## src/rtl/control_sequencer.sv

```systemverilog
// Hardwired Moore control sequencer: fetch T0-T2, decode/execute T3-T6, HALT on opcode or fetch timeout.
// Optional feature: define CONTROL_SINGLE_STEP_EN to add in_step and the STEP_WAIT state.
module control_sequencer #(
    parameter int FETCH_TIMEOUT = 15
) (
    input  logic        clk,
    input  logic        in_reset,
    input  logic [31:0] in_ir,
    input  logic        in_mem_ready,
`ifdef CONTROL_SINGLE_STEP_EN
    input  logic        in_step,
`endif
    output logic        out_reg_clear,
    output logic [3:0]  out_regfile_location,
    output logic [3:0]  out_alu_opcode,
    output logic        out_mdr_select,
    output logic        out_inc_pc,
    output logic        out_regfile_read,
    output logic        out_hi_read,
    output logic        out_lo_read,
    output logic        out_z_hi_read,
    output logic        out_z_lo_read,
    output logic        out_pc_read,
    output logic        out_mdr_read,
    output logic        out_inport_read,
    output logic        out_c_read,
    output logic        out_regfile_write,
    output logic        out_hi_write,
    output logic        out_lo_write,
    output logic        out_z_write,
    output logic        out_pc_write,
    output logic        out_mdr_write,
    output logic        out_ir_write,
    output logic        out_y_write,
    output logic        out_mar_write,
    output logic        out_halted,
    output logic        out_illegal,
    output logic        out_mem_fault
);
    typedef enum logic [3:0] {
        S_RESET, S_T0, S_T1, S_T2, S_T3, S_T4, S_T5, S_T6, S_HALT
`ifdef CONTROL_SINGLE_STEP_EN
        , S_STEP_WAIT
`endif
    } state_t;

    typedef struct packed {
        logic reg_clear, mdr_select, inc_pc, halted;
        logic regfile_read, hi_read, lo_read, z_hi_read, z_lo_read, pc_read, mdr_read, inport_read, c_read;
        logic regfile_write, hi_write, lo_write, z_write, pc_write, mdr_write, ir_write, y_write, mar_write;
    } ctl_t;

    localparam int CNT_W = $clog2(FETCH_TIMEOUT + 1);
    localparam logic [CNT_W-1:0] CNT_LIM = CNT_W'(FETCH_TIMEOUT - 1);
`ifdef CONTROL_SINGLE_STEP_EN
    localparam state_t S_DONE = S_STEP_WAIT;
`else
    localparam state_t S_DONE = S_T0;
`endif

    state_t           state, nxt;
    ctl_t             ctl;
    logic [CNT_W-1:0] wait_cnt;
    logic [4:0]       op;
    logic [3:0]       ra, rb, rc;
    logic             alu, muldiv, known;
    logic             unused_ir_bits;

    assign op             = in_ir[31:27];
    assign ra             = in_ir[26:23];
    assign rb             = in_ir[22:19];
    assign rc             = in_ir[18:15];
    assign unused_ir_bits = ^in_ir[14:0];
    assign alu            = (op >= 5'h03) && (op <= 5'h0C);
    assign muldiv         = (op == 5'h0E) || (op == 5'h0F);
    assign known          = alu || muldiv || (op == 5'h1A) || (op == 5'h1B);

    function automatic ctl_t strobes(state_t s, logic is_alu);
        ctl_t c;
        c = '0;
        case (s)
            S_RESET: c.reg_clear = 1'b1;
            S_T0:    begin c.pc_read = 1'b1; c.mar_write = 1'b1; c.inc_pc = 1'b1; c.pc_write = 1'b1; end
            S_T1:    begin c.mdr_select = 1'b1; c.mdr_write = 1'b1; end
            S_T2:    begin c.mdr_read = 1'b1; c.ir_write = 1'b1; end
            S_T3:    begin c.regfile_read = 1'b1; c.y_write = 1'b1; end
            S_T4:    begin c.regfile_read = 1'b1; c.z_write = 1'b1; end
            S_T5:    begin
                c.z_lo_read     = 1'b1;
                c.regfile_write = is_alu;
                c.lo_write      = !is_alu;
            end
            S_T6:    begin c.z_hi_read = 1'b1; c.hi_write = 1'b1; end
            S_HALT:  c.halted = 1'b1;
            default: c = '0;
        endcase
        return c;
    endfunction

    always_comb begin
        nxt = state;
        case (state)
            S_RESET: nxt = S_T0;
            S_T0:    nxt = S_T1;
            S_T1:    begin
                if (in_mem_ready)            nxt = S_T2;
                else if (wait_cnt == CNT_LIM) nxt = S_HALT;
            end
            S_T2:    nxt = S_T3;
            S_T3:    begin
                if (alu || muldiv)     nxt = S_T4;
                else if (op == 5'h1B)  nxt = S_HALT;
                else                   nxt = S_DONE;
            end
            S_T4:    nxt = S_T5;
            S_T5:    nxt = muldiv ? S_T6 : S_DONE;
            S_T6:    nxt = S_DONE;
            S_HALT:  nxt = S_HALT;
`ifdef CONTROL_SINGLE_STEP_EN
            S_STEP_WAIT: if (in_step) nxt = S_T0;
`endif
            default: nxt = S_RESET;
        endcase
    end

    // Strobes are registered from the next state so they are glitch-free for the whole cycle
    always_ff @(posedge clk) begin
        if (in_reset) begin
            state         <= S_RESET;
            wait_cnt      <= '0;
            ctl           <= strobes(S_RESET, 1'b0);
            out_illegal   <= 1'b0;
            out_mem_fault <= 1'b0;
        end else begin
            state         <= nxt;
            wait_cnt      <= (state == S_T1 && !in_mem_ready) ? wait_cnt + CNT_W'(1) : '0;
            ctl           <= strobes(nxt, alu);
            out_illegal   <= (state == S_T3) && !known;
            out_mem_fault <= (state == S_T1) && !in_mem_ready && (wait_cnt == CNT_LIM);
        end
    end

    // Register selects come from the state plus the IR, which is stable from T3 onward
    always_comb begin
        out_regfile_location = '0;
        out_alu_opcode       = '0;
        case (state)
            S_T3: out_regfile_location = rb;
            S_T4: begin
                out_regfile_location = rc;
                out_alu_opcode       = op[3:0] - 4'd3;
            end
            S_T5: if (alu) out_regfile_location = ra;
            default: ;
        endcase
    end

    assign out_reg_clear     = ctl.reg_clear;
    assign out_mdr_select    = ctl.mdr_select;
    assign out_inc_pc        = ctl.inc_pc;
    assign out_halted        = ctl.halted;
    assign out_regfile_read  = ctl.regfile_read;
    assign out_hi_read       = ctl.hi_read;
    assign out_lo_read       = ctl.lo_read;
    assign out_z_hi_read     = ctl.z_hi_read;
    assign out_z_lo_read     = ctl.z_lo_read;
    assign out_pc_read       = ctl.pc_read;
    assign out_mdr_read      = ctl.mdr_read;
    assign out_inport_read   = ctl.inport_read;
    assign out_c_read        = ctl.c_read;
    assign out_regfile_write = ctl.regfile_write;
    assign out_hi_write      = ctl.hi_write;
    assign out_lo_write      = ctl.lo_write;
    assign out_z_write       = ctl.z_write;
    assign out_pc_write      = ctl.pc_write;
    assign out_mdr_write     = ctl.mdr_write;
    assign out_ir_write      = ctl.ir_write;
    assign out_y_write       = ctl.y_write;
    assign out_mar_write     = ctl.mar_write;
endmodule

```

## config.mk

```make
export PLATFORM = sky130hd
export DESIGN_NAME = control_sequencer
export DESIGN_NICKNAME = d
export VERILOG_FILES = /design/src/rtl/control_sequencer.sv
export SDC_FILE = /design/constraint.sdc
export NUM_CORES = 1
export LEC_CHECK = 0
export CAP_MARGIN = 10
export CORE_MARGIN = 8
export CORE_UTILIZATION = 30
export CTS_BUF_LIST = sky130_fd_sc_hd__clkbuf_2
export DETAILED_ROUTE_END_ITERATION = 10
export DONT_BUFFER_PORTS = 1
export SYNTH_ARGS = -nofsm -noshare
export SYNTH_HDL_FRONTEND = slang
export SYNTH_SLANG_ARGS = --single-unit
```

## constraint.sdc

```tcl
create_clock -name clk -period 5.4 [get_ports clk]
set_input_delay 1.35 -clock clk [delete_from_list [all_inputs] [get_ports clk]]
set_output_delay 1.35 -clock clk [all_outputs]
set_load 0.005 [all_outputs]
```

# Yosys cells after proc, flatten, opt, wreduce, memory -nomap -nowiden
# Index checks and enable logic that the tools add are counted.
word_totals:
  inputBits: 35
  ff_bits: 26
  output_inout_bits: 32
op_classes:
  bitwise: 2
  order_cmp: 2
  n_reduce_logical: 17
  eq_ne: 21
  n_mux: 19
  n_addsub: 2
op_table:
  columns: ["op", "n"]
  rows:
  - ["4-bit by 3-bit equality test with 1-bit output, second input constant", 8]
  - ["4-bit case mux with 8 select lines", 1]
  - ["4-bit 2-to-1 mux", 6]
  - ["4-bit by 2-bit equality test with 1-bit output, second input constant", 4]
  - ["4-bit equality test, second input constant", 3]
  - ["4-bit case mux with 3 select lines", 1]
  - ["5-bit by 4-bit equality test with 1-bit output, second input constant", 2]
  - ["5-bit equality test, second input constant", 2]
  - ["1-bit 2-to-1 mux", 10]
  - ["4-bit by 1-bit equality test with 1-bit output, second input constant", 2]
  - ["4-bit zero test", 2]
  - ["2-bit OR reduction", 4]
  - ["5-bit by 2-bit greater-or-equal comparator with 1-bit output, second input constant", 1]
  - ["5-bit by 4-bit less-or-equal comparator with 1-bit output, second input constant", 1]
  - ["4-bit by 1-bit adder with 4-bit output, second input constant", 1]
  - ["1-bit logical AND", 4]
  - ["1-bit logical OR", 4]
  - ["4-bit by 2-bit subtractor with 4-bit output, second input constant", 1]
  - ["1-bit zero test", 3]
  - ["3-bit 2-to-1 mux", 1]
  - ["1-bit inverter", 2]

# Longest topological paths before layout
# Gate-level depths: netlist (run 1).
depth:
  ltp_word: 8
  ltp_mapped: 6
  depth_no_buf: 6

# Worst setup path before layout (run 1)
# No wires, ideal clock.
synth_path:
  path_type: "input-to-output"
  from: "in in_ir[27]"
  to: "out out_regfile_location[0]"
  path_buffers: 0
  t_arrival_ns: 2.394
  path_stages: 6
  required_time_ns: 4.050
  setup_slack_ns: 1.656
  path_cell_list: "inv_1 > ha_1 > and3b_1 > or3_1 > nor2_1 > o2bb2ai_1"
synth_via:
  elab_chain_cells: 4
synth_rtl:
  columns: ["item", "line_no", "source"]
  rows:
  - ["from (decl)", "8", "input logic [31:0] in_ir,"]
  - ["5-bit by 2-bit greater-or-equal comparator with 1-bit output or 5-bit by 4-bit less-or-equal comparator with 1-bit output (tied branches)", "74", "assign alu = (op >= 5'h03) && (op <= 5'h0C);"]
  - ["1-bit logical AND (*)", "74", null]
  - ["4-bit 2-to-1 mux (*)", "153", "S_T5: if (alu) out_regfile_location = ra;"]
  - ["4-bit case mux with 3 select lines (*)", "147", "case (state)"]
  - ["to (decl)", "14", "output logic [3:0] out_regfile_location,"]
# Every way passes the cells marked *; elsewhere a longest branch is shown, timed or not.

# Worst setup path after layout (run 1)
layout_path:
  from: "in in_ir[27]"
  to: "out out_regfile_location[2]"
# The elaborated chain is that of the path after synthesis.

==> flow_metrics.py, run 1 <==
metrics = {
    "grt": {
        "grt-ovfl-total": 0,
        "met2_usage_pct": 12.9,
        "grt_use_met1_pct": 9.54,
        "grt_use_total_pct": 8.41,
        "grt_max_degree": 18,
        "antenna_found_initial": 0,
        "top_usage_layer": "met2",
        "grt_pass1_wl_um": 4230,
        "grt_pass1_vias": 897,
        "grt_use_met3_pct": 3.72,
    },
    "pwr": {
        "peakVddDrop_mv": 0.0694,
        "p_int_uw": 234,
        "leakage_nw": 0.443,
        "p_per_area_nw_per_um2": 305,
        "p_switching_uw": 125,
        "pwr-share-clk_pct": 17.1,
        "p_sw_share_pct": 34.8,
        "sequentialPowerShare_pct": 58.4,
        "p_comb_share_pct": 24.5,
    },
    "route": {
        "drt_iter0_drc": 75,
        "viasPerCell": 5.06,
        "firstDrtPassIters": 4,
        "ant_nets": 0,
        "drc": 0,
        "vias": 880,
        "wire_per_inst_um": 15.1,
        "routed_wirelength_um": 2630,
    },
    "finish": {
        "synthToLayoutAreaGrowth_pct": -2.19,
        "stdcell_area_um2": 1170,
        "largestRegisters": "state x4, wait_cnt x4",
        "regArea_um2": 440,
        "fillers": 440,
        "fin_nets": 166,
        "multi_input_area_um2": 623,
        "drive_gt1_share_pct": 6.45,
        "antenna_cells": 0,
        "final_core_utilization_pct": 30.0,
    },
    "synthesis": {
        "synth_edf_count": 0,
        "ys_types": 38,
        "yosysSeqAreaShare_pct": 36.7,
        "synth_area_um2": 1200,
        "async_flop_share_pct": 0,
        "synth_top_flop_cell": "dfxtp_1",
        "synth-seq-cells": 22,
        "synthCells": 134,
        "yosys_warnings": 0,
        "avgSynthCellArea_um2": 8.96,
    },
    "die": {
        "dieHeight_um": 79.3,
        "ios": 67,
        "chipWidth_um": 79.3,
        "initial_core_util_pct": 30.7,
        "core_um2": 3910,
        "row_count": 23,
        "dieArea_um2": 6280,
    },
    "worst_setup_path": {
        "arrival_ps": 2560,
        "worstReg2RegEnd": "out_mdr_write$_SDFF_PP0_",
        "reg2reg_depth": 4,
        "rr_startpoint": "state[0]$_SDFF_PP0_",
        "critPathCapture": "out_regfile_location[2]",
        "setup.worst_path.start_class": "input pin",
        "rrSetupSlack_ps": 3570,
        "cp.required_ps": 4050,
        "crit_path_start": "in_ir[27]",
        "end_kind": "primary output",
        "worstSetupPathType": "in -> out",
        "path_max_fanout": 5,
    },
    "cts": {
        "clk_pin_slew_worst_paths_ps": 190,
        "cts_buffer_depth": 2,
        "insertion_delay_ps": 310,
        "htree_levels": 1,
        "cts_resized": 0,
        "clock_sinks": 22,
        "numCtsBuffers": 3,
        "hold_buffers": 0,
        "cts_tree": "built",
        "cts_setup_buffers": 0,
        "cts-root-buf": "clkbuf_2",
    },
    "place": {
        "place_congestion": 0.911,
        "postPlaceCellArea_um2": 1160,
        "port_buffers": 0,
        "dp_worst_setup_slack_ps": 1490,
        "dp_hpwl_um": 2220,
    },
    "sta": {
        "finalMaxSlewViolations": 0,
        "worst_pin_slew_ps": 634,
        "fin_worst_hold_slack_ps": 491,
        "fin_skew_ps": 1.44,
        "period_minus_slack_ps": 3910,
        "relSlewSlack_pct": 57.7,
        "fin_setup_tns_ps": 0,
        "finalHoldViolations": 0,
        "setup_slack_ps": 1490,
        "setup_viol": 0,
        "period_share_pct": 72.3,
        "rsz0062_at_grt": "false",
        "fmax_ghz": 0.256,
    },
    "run": {
        "maxCapViolCount": 0,
    },
    "status": {
        "status": "complete, no violations",
    },
    "worst_hold_path": {
        "hold_path_class": "reg -> reg",
    },
}
==> metrics by stage <==
step / instances / power [mW]
final: 174 / 0.358
after global routing: 174 / 0.382
after CTS: 174 / 0.361
after detailed placement: 171 / 0.301
after global placement: 171 / 0.298
after floorplan: 137 / 0.309
==> synthesized netlist by cell type (2+ instances only) <==
master	count	area (um2)
a211o_1	2	17.5
a211oi_1	2	15.0
a21oi_1	2	10.0
and2b_1	2	15.0
and3b_1	2	17.5
buf_2	2	10.0
buf_4	10	75.1
buf_6	2	22.5
clkbuf_1	2	7.51
dfxtp_1	22	440
ha_1	5	62.6
inv_1	9	33.8
mux2i_1	5	50.1
nand2_1	3	11.3
nand2b_1	4	25.0
nand3_1	6	30.0
nor2_1	16	60.1
nor3_1	7	35.0
nor4_1	3	18.8
o21ai_1	3	15.0
o2bb2ai_1	4	35.0
xnor2_1	2	17.5
xor2_1	4	35.0
==> per-layer routing <==
metal | share of wire (%) | wire (um)
met2 | 48 | 1260
met4 | 1.7 | 44
met5 | 0 | 0
met3 | 9.1 | 240
met1 | 41 | 1080
==> cell usage in the layout (no fill, tap or decap), types with 3 or more instances in the layout <==
| master | n |
|---|---|
| dfxtp_1 | 22 |
| nor3_1 | 7 |
| mux2i_1 | 5 |
| nor4_1 | 3 |
| nand2b_1 | 4 |
| o2bb2ai_1 | 4 |
| o21ai_1 | 3 |
| clkbuf_2 | 3 |
| nor2_1 | 16 |
| nand2_1 | 3 |
| inv_1 | 9 |
| ha_1 | 5 |
| nand3_1 | 6 |
| conb_1 | 4 |
| xor2_1 | 4 |
==> layout make-up <==
cell class                 count  area share [%]
multi-input combinational     90            53.0
clock buffer                   3            1.28
sequential                    22            37.5
inverter                       9            2.88
tap                           50            5.32
==> how the worst min path moves through the flow <==
stage / from / to / slack (ps) / cells past startpoint
floorplan: wait_cnt[0]$_SDFF_PP0_ / wait_cnt[0]$_SDFF_PP0_ / 430 / 1
global placement: wait_cnt[0]$_SDFF_PP0_ / wait_cnt[0]$_SDFF_PP0_ / 440 / 1
detailed placement: wait_cnt[0]$_SDFF_PP0_ / wait_cnt[0]$_SDFF_PP0_ / 460 / 1
CTS: wait_cnt[0]$_SDFF_PP0_ / wait_cnt[0]$_SDFF_PP0_ / 500 / 1
global route: wait_cnt[0]$_SDFF_PP0_ / wait_cnt[0]$_SDFF_PP0_ / 520 / 1
finish: wait_cnt[0]$_SDFF_PP0_ / wait_cnt[0]$_SDFF_PP0_ / 490 / 1
==> kinds of logic (layout without fill, tap and decap cells) <==
| group | after synthesis | after routing | synth area share [%] |
|---|---|---|---|
| muxes | 5 | 5 | 4.17 |
| AOI/OAI and AO/OA | 20 | 20 | 14.2 |
| and+or+nand+nor | 50 | 50 | 22.7 |
| other | 1 | 4 | 0.312 |
| DFF | 22 | 22 | 36.7 |
| adders and majority gates | 5 | 5 | 5.21 |
| xor gates and xnor gates | 6 | 6 | 4.37 |
| buffers and inverters | 25 | 12 | 12.4 |
==> critical path, cell delays in order <==
cell	delay (ps)
inv_1	50
ha_1	130
and3b_1	170
or3_1	390
nor2_1	250
o2bb2ai_1	200
==> power by group through the flow <==
stage | logic (mW) | clock network, mW | registers, mW
floorplan | 0.119 | 0 | 0.190
global placement | 0.0860 | 0 | 0.212
detailed placement | 0.0876 | 0 | 0.214
CTS | 0.0879 | 0.0633 | 0.210
global route | 0.0989 | 0.0684 | 0.215
finish | 0.0879 | 0.0613 | 0.209
No activity file was read; power rests on OpenSTA's default activity.
==> run 2: changes to the inputs <==
==> constraint.sdc (replaced) <==
create_clock -name clk -period 3.24 [get_ports clk]
set_input_delay 0.81 -clock clk [delete_from_list [all_inputs] [get_ports clk]]
set_output_delay 0.81 -clock clk [all_outputs]
set_load 0.005 [all_outputs]
==> results of run 2 <==
The final DEF is identical to that of run 1. Status: complete, no violations.
Main changes from that run: setup slack after placement 1490 ps -> 408 ps; setup slack after layout 1490 ps -> 414 ps; register-to-register setup slack 3570 ps -> 1410 ps; total power 0.358 mW -> 0.597 mW; worst IR drop on VDD 0.0694 mV -> 0.116 mV
